`config.mk`:
```
export PLATFORM = sky130hd
export DESIGN_NAME = r5fp_idiv_radix4
export DESIGN_NICKNAME = d
export VERILOG_FILES = /design/src/rtl/r5fp_idiv_pkg.sv /design/src/rtl/r5fp_idiv_r4_step.sv /design/src/rtl/r5fp_idiv_radix4.sv
export SDC_FILE = /design/constraint.sdc
export NUM_CORES = 1
export LEC_CHECK = 0
export BUFFER_PORTS_ARGS = -buffer_cell sky130_fd_sc_hd__clkbuf_2
export CAP_MARGIN = 20
export CORE_MARGIN = 2
export CORE_UTILIZATION = 45
export DETAILED_ROUTE_END_ITERATION = 12
export HOLD_SLACK_MARGIN = 0.05
export PLACE_DENSITY = 0.67
export SLEW_MARGIN = 20
export SYNTH_ARGS = -nofsm -noshare
export SYNTH_HDL_FRONTEND = slang
export SYNTH_SLANG_ARGS = --single-unit
```
`constraint.sdc`:
```
create_clock -name clk -period 20.8 [get_ports clk]
set_input_delay 1.04 -clock clk [delete_from_list [all_inputs] [get_ports clk]]
set_output_delay 1.04 -clock clk [all_outputs]
set_load 0.02 [all_outputs]
```
`src/rtl/r5fp_idiv_pkg.sv`:
```
// r5fp_idiv_pkg: shared state type and iteration-count helper for the radix-4 divider
package r5fp_idiv_pkg;
  typedef enum logic {IDLE, BUSY} idiv_state_e;
  function automatic int idiv_iters(input int w);
    return w / 2;
  endfunction
endpackage

```
`src/rtl/r5fp_idiv_r4_step.sv`:
```
// r5fp_idiv_r4_step: one radix-4 restoring step, picks the largest digit q with q*D <= 4R
module r5fp_idiv_r4_step #(
  parameter int W = 26
) (
  input  logic [W-1:0] R,
  input  logic [W-1:0] D,
  output logic [1:0]   q,
  output logic [W-1:0] R_next
);
  logic [W+1:0] p, d1, d2, d3;
  logic [W-1:0] sub;
  always_comb begin
    p = {R, 2'b00};
    d1 = {2'b00, D};
    d2 = {1'b0, D, 1'b0};
    d3 = d1 + d2;
    q = (d3 <= p) ? 2'd3 : (d2 <= p) ? 2'd2 : (d1 <= p) ? 2'd1 : 2'd0;
    sub = (q == 2'd3) ? d3[W-1:0] : (q == 2'd2) ? d2[W-1:0] : (q == 2'd1) ? d1[W-1:0] : '0;
    R_next = p[W-1:0] - sub;
  end
endmodule

```
`src/rtl/r5fp_idiv_radix4.sv`:
```
// r5fp_idiv_radix4: iterative radix-4 fractional divider, Q = floor(N*2^W/D), 2 bits per cycle
module r5fp_idiv_radix4
  import r5fp_idiv_pkg::*;
#(
  parameter int W = 26
) (
  input  logic         clk,
  input  logic         reset,
  input  logic [W-1:0] idiv_N,
  input  logic [W-1:0] idiv_D,
  input  logic         idiv_strobe,
  output logic [W-1:0] idiv_Quo,
  output logic [W-1:0] idiv_Rem,
  output logic         idiv_done,
  output logic         idiv_ready
);
  localparam int ITERS = idiv_iters(W);
  localparam int CW = $clog2(ITERS + 1);
  if (W % 2 != 0 || W < 4) begin : g_bad_width
    $error("r5fp_idiv_radix4: W must be even and at least 4");
  end
  idiv_state_e state, state_nxt;
  logic [CW-1:0] cnt;
  logic [W-1:0] r_q, q_q, d_q, r_next;
  logic [1:0] digit;
  logic start, last;
  r5fp_idiv_r4_step #(.W(W)) u_step (
    .R(r_q),
    .D(d_q),
    .q(digit),
    .R_next(r_next)
  );
  always_comb begin
    start = (state == IDLE) && idiv_strobe;
    last = (state == BUSY) && (cnt == CW'(1));
    state_nxt = start ? BUSY : last ? IDLE : state;
    idiv_ready = (state == IDLE);
  end
  always_ff @(posedge clk) begin
    if (!reset) begin
      state <= IDLE;
      cnt <= '0;
      r_q <= '0;
      q_q <= '0;
      d_q <= '0;
      idiv_done <= 1'b0;
    end else begin
      state <= state_nxt;
      idiv_done <= last;
      if (start) begin
        r_q <= idiv_N;
        q_q <= '0;
        d_q <= idiv_D;
        cnt <= CW'(ITERS);
      end else if (state == BUSY) begin
        r_q <= r_next;
        q_q <= {q_q[W-3:0], digit};
        cnt <= cnt - 1'b1;
      end
    end
  end
  assign idiv_Quo = q_q;
  assign idiv_Rem = r_q;
endmodule
```
==> results of run 1 <==
## Yosys cell counts (all sizes together), types with 10 or more instances
cell	count	share of area (%)
a211oi	23	2.2
o21ai	68	4.5
xor2	14	1.6
nand3	12	0.78
clkbuf	37	1.8
ha	128	21
dfxtp	84	22
nand2	123	6.0
inv	50	2.4
a21o	21	2.0
a21oi	113	7.5
nand4	10	0.81
mux2i	34	4.4
nor2	69	3.4
nor3	15	0.97
xnor2	27	3.1
nor2b	10	0.81
a221o	22	2.9
## state kept, by name, indices dropped and copies added (netlist names)
name       flops
idiv_Quo      26
idiv_done      1
state          1
cnt            4
idiv_Rem      26
d_q           26
## worst max-delay path by stage
stage | startpoint | end | depth (start not counted) | slack [ps]
after global routing | d_q[0] | idiv_Rem[24] | 32 | 12180
after CTS | d_q[2] | idiv_Rem[24] | 33 | 13040
final | d_q[2] | idiv_Rem[24] | 33 | 12880
after floorplan | d_q[1] | idiv_Rem[24] | 34 | 14170
after global placement | d_q[2] | idiv_Rem[24] | 33 | 13410
after detailed placement | d_q[2] | idiv_Rem[24] | 33 | 13130
## cell families after synthesis
group           after synthesis
xor+xnor                     41
flops                        84
simple gates                278
compound gates              318
fa+ha+maj                   129
buf+inv                      92
mux                          34
## cell type report
cell class	count	area share [%]
clock buffers	9	2.57
clock inverters	7	0.743
inverters	52	2.23
multi-input cells	800	65.1
flip-flops and latches	84	19.2
well taps	220	3.14
repair buffers	117	6.95
## stage by stage
step / cell area [um^2] / hold WS (ps)
floorplan: 7730 / 469
global placement: 8460 / 475
detailed placement: 8460 / 488
CTS: 8750 / 504
global route: 8750 / 553
finish: 8750 / 497
## metal layers
layer	up-vias	wire length (um)
met5	-	0
li1	3761	-
met2	204	10300
met4	0	493
met3	35	1110
met1	3475	10300
## power groups by stage
stage / clock network (mW) / registers (mW) / logic, mW
6_report: 0.168 / 0.206 / 0.716
3_5_place_dp: 0 / 0.210 / 0.703
3_3_place_gp: 0 / 0.210 / 0.700
5_1_grt: 0.175 / 0.209 / 0.800
2_1_floorplan: 0 / 0.218 / 0.523
4_1_cts: 0.170 / 0.206 / 0.709
## critical path: cells and delay by family (launching register included)
kind,cells,cell delay (ps)
AOI/OAI and AO/OA,22,4360
xor gates and xnor gates,1,160
adders and majority gates,3,930
buffers and inverters,1,330
DFF,1,460
and+or+nand+nor,6,1570
==> impl_metrics.yaml, run 1 <==
global_routing:
  grt-ovfl-total: 0
  grt_use_met2_pct: 40.8
  grt_use_total_pct: 24.5
  grt_pass1_vias: 7073
  grt.busiest_layer: "met2"
  grt_first_pass_wirelength_um: 35700
  grt_start_max_net_pins: 72
  antenna_found_initial: 0
  grt_util_met3_pct: 2.63
  gr-usage-met1_pct: 33.0
finish:
  ff_latch_area_um2: 1680
  final_util_pct: 52.4
  layout_commonest_cell: "ha_1"
  multiInputGateArea_um2: 5700
  antenna_cells: 0
  area_growth_pct: 13.3
  fillers: 1682
  mostFrequentLayoutCells: "ha_1, nand2_1, a21oi_1"
  nets: 1248
  final_cells: 1289
  layout-drive-gt1-share_pct: 14.6
setup_path:
  crit_required_ps: 21040
  crit_path_end_kind: "register"
  rr_worst_depth: 33
  slowest_delay_ps: 630
  rr_startpoint: "d_q[2]"
  path_class: "reg2reg"
  crit_fanout: 17
  crit_slowest_cell: "nor2_2"
  arrival_ps: 8170
  crit_top_cell: "a21oi_1"
  r2r_slack_ps: 12880
  worst_setup_path_start_kind: "register"
  r2r-end: "idiv_Rem[24]"
timing:
  hold_viol: 0
  maxSlewViolCount: 0
  layout_min_cycle_time_ps: 7930
  fin_crit_sh_pct: 38.1
  clock_skew_ps: 9.78
  worst_pin_slew_ps: 907
  setup_ws_ps: 12880
  finalSetupTns_ps: 0
  rsz0062_at_grt: "no"
  setup_viol: 0
  slew_headroom_pct: 39.5
  max_freq_mhz: 126
cts:
  cts.sinks: 84
  cts_buffer_depth: 2
  clk_latency_ps: 360
  numCtsBuffers: 9
  cts_tree: "built"
  cts_resized: 0
  clk_pin_slew_ps: 70
  root_buffer: "clkbuf_16"
  postCtsHoldBufs: 0
  htreeDepth: 3
  post-cts-setup-buffers: 0
yosys:
  synth_xor_area_share_pct: 4.65
  synthMuxAreaShare_pct: 4.40
  ys_dominant_reg_cell: "dfxtp_1"
  syn_area_per_cell_um2: 7.92
  synth_top_family_by_area: "compound AO/OA/AOI/OAI gates"
  yosys_warnings: 0
  ys_seq_area_share_pct: 21.8
  synth_edf_count: 0
  syn_area_um2: 7730
  syn_inst: 976
  syn_nets: 1160
  async_flop_share_pct: 0
  ys_ff_latch: 84
  synth_fa_ha_area_share_pct: 21.0
  synth_cell_types: 67
  synth_compound_area_share_pct: 26.8
  synth_simple_gate_area_share_pct: 16.9
routing:
  drtIter0Drc: 550
  drtPass1Iterations: 5
  vias_per_cell: 5.80
  ant_nets: 0
  drc_errors: 0
  routed_wl_um: 22200
  vias: 7475
  wl_per_cell_um: 17.2
placed_design:
  preCtsSetupSlack_ps: 13130
  place_congestion: 0.917
  dpl.hpwl_um: 16900
  dp_cells: 1273
  io_buffers: 108
power_and_ir_drop:
  powerDensity_nw_per_um2: 124
  seqPwrFrac_pct: 18.9
  power_mw: 1.09
  p_int_uw: 543
  ir_drop_mv: 0.0651
  p_comb_share_pct: 65.7
  clockPowerShare_pct: 15.4
  p_switching_uw: 547
  power_leakage_nw: 4.01
  switching_share_pct: 50.2
floorplan:
  die_area_um2: 18200
  start_util_pct: 46.3
  die_x_um: 135
  die_h_um: 135
  fp-row-count: 47
  ios: 109
  core_um2: 16700
worst_hold_path:
  min_from: "idiv_Quo[24]"
  hold_path.class: "reg2reg"
  hold_depth: 2
  min_to: "idiv_Quo[24]"
outcome:
  status: "completed"
job:
  max_cap_viol_count: 0
Power figures use the tool's default switching activity.
==> inputs of run 2 (changes only) <==
==> constraint.sdc (replaced) <==
create_clock -name clk -period 8.3 [get_ports clk]
set_input_delay 0.415 -clock clk [delete_from_list [all_inputs] [get_ports clk]]
set_output_delay 0.415 -clock clk [all_outputs]
set_load 0.02 [all_outputs]
==> run 2 against run 1 <==
  * Sequential cell count unchanged
  * Critical path type unchanged
  * Clock-buffer cell count rose by 1
  * Hold slack worse by 230 ps
  * Final cell count about the same
  * Worst setup slack worse by 12000 ps
  * Maximum frequency increased by 8.8%
  * Clock power rose to 2.5 times the previous value
  * Highest routed layer unchanged
  * Clock skew down 2.3 ps
==> impl_metrics.yaml, run 2 (same netlist as run 1, synthesis figures left out) <==
cts:
  clk_latency_ps: 350
  cts_tree: "built"
  cts.sinks: 84
  numCtsBuffers: 9
  htreeDepth: 3
  post-cts-setup-buffers: 0
  root_buffer: "clkbuf_16"
  postCtsHoldBufs: 0
  clk_pin_slew_ps: 70
  cts_resized: 0
  cts_buffer_depth: 2
timing:
  max_freq_mhz: 137
  finalSetupTns_ps: 0
  clock_skew_ps: 7.44
  hold_viol: 0
  fin_crit_sh_pct: 87.7
  worst_pin_slew_ps: 989
  maxSlewViolCount: 0
  rsz0062_at_grt: "no"
  setup_viol: 0
  layout_min_cycle_time_ps: 7280
  slew_headroom_pct: 33.9
floorplan:
  ios: 109
  core_um2: 16700
  die_h_um: 135
  start_util_pct: 46.3
  die_x_um: 135
  fp-row-count: 47
  die_area_um2: 18200
routing:
  highest_layer: "met4"
  wl_per_cell_um: 17.5
  drtIter0Drc: 471
  drtPass1Iterations: 5
  vias_per_cell: 5.79
  routed-wl-met2_um: 10200
  ant_nets: 0
  drc_errors: 0
  dr_wl_met3_um: 1180
  vias: 7461
  met1_length_um: 10400
  routed_wl_um: 22500
global_routing:
  grt-ovfl-total: 0
  grt_start_max_net_pins: 72
  grt_pass1_vias: 7139
  antenna_found_initial: 0
  grt_first_pass_wirelength_um: 36700
  grt_use_total_pct: 25.4
setup_path:
  slowest_delay_ps: 390
  crit_required_ps: 8530
  path_class: "reg2reg"
  crit_slowest_cell: "dfxtp_1"
  rr_worst_depth: 32
  crit_top_cell: "o21ai_0"
  crit_path_end_kind: "register"
  worst_setup_path_start_kind: "register"
  crit_fanout: 12
  arrival_ps: 7510
finish:
  ff_latch_area_um2: 1680
  layout-drive-gt1-share_pct: 14.4
  layout_commonest_cell: "ha_1"
  antenna_cells: 0
  mostFrequentLayoutCells: "ha_1, nand2_1, a21oi_1"
  fillers: 1658
  nets: 1247
  area_growth_pct: 13.4
  multiInputGateArea_um2: 5700
worst_hold_path:
  hold_depth: 3
  hold_path.class: "in2reg"
power_and_ir_drop:
  power_mw: 2.75
  powerDensity_nw_per_um2: 314
  ir_drop_mv: 0.159
  power_leakage_nw: 4.01
placed_design:
  place_congestion: 0.940
  dpl.hpwl_um: 17200
  io_buffers: 108
outcome:
  status: "completed"
job:
  max_cap_viol_count: 0
-- run 2: cell types whose count changed in the layout (fill, tap and decap cells not counted) --
cell	change
buf_4	-1
bufinv_16	+1
clkbuf_1	+1
clkinv_2	-1
clkinv_4	+3
clkinvlp_4	+1
inv_6	-2
inv_8	-3
-- run 2: layout make-up --
class | count | area share, %
multi-input cells | 800 | 65.1
flip-flops and latches | 84 | 19.2
repair buffers | 116 | 6.86
well taps | 220 | 3.14
clock buffers | 10 | 2.61
inverters | 52 | 2.23
clock inverters | 6 | 0.829
-- run 2: routing by layer --
layer | vias up | GRT usage (%)
met4 | 0 | 10.6
met5 | - | 0
met2 | 228 | 41.0
met3 | 42 | 3.19
met1 | 3440 | 34.4
li1 | 3751 | -
-- run 2: final timing paths --
kind	slack, ps	end	startpoint
max reg2reg	1020	idiv_Rem[24]	d_q[0]
min reg2reg	500	idiv_Quo[0]	idiv_Quo[0]
max	1020	idiv_Rem[24]	d_q[0]
min	270	d_q[5]	idiv_D[5]
-- run 2: through the flow --
| stage | setup slack [ps] | cell area, um^2 | utilization, % | instances | hold slack, ps |
|---|---|---|---|---|---|
| CTS | 1090 | 8760 | 52.4 | 1288 | 266 |
| finish | 1020 | 8760 | 52.4 | 1288 | 272 |
| global route | 204 | 8760 | 52.4 | 1288 | 282 |
| floorplan | 1670 | 7730 | - | 976 | 469 |
| detailed placement | 1180 | 8460 | 50.6 | 1272 | 496 |
| global placement | 1350 | 8460 | 50.6 | 1272 | 477 |
-- run 2: report_power, final --
part	switching [mW]	leakage (nW)	internal, mW	total (mW)
sequential	0.0673	0.689	0.451	0.519
combinational	1.11	3.17	0.700	1.81
clock	0.187	0.143	0.236	0.424
total	1.36	4.01	1.39	2.75
-- run 2: critical path, delay by kind of cell (launching register included) --
family	cells	cell delay [ps]
XOR/XNOR	1	110
buffers and inverters	2	300
adder cells (fa/ha/maj)	4	1040
flip-flops	1	390
AND/OR/NAND/NOR	6	1020
AO/OA/AOI/OAI	19	4280
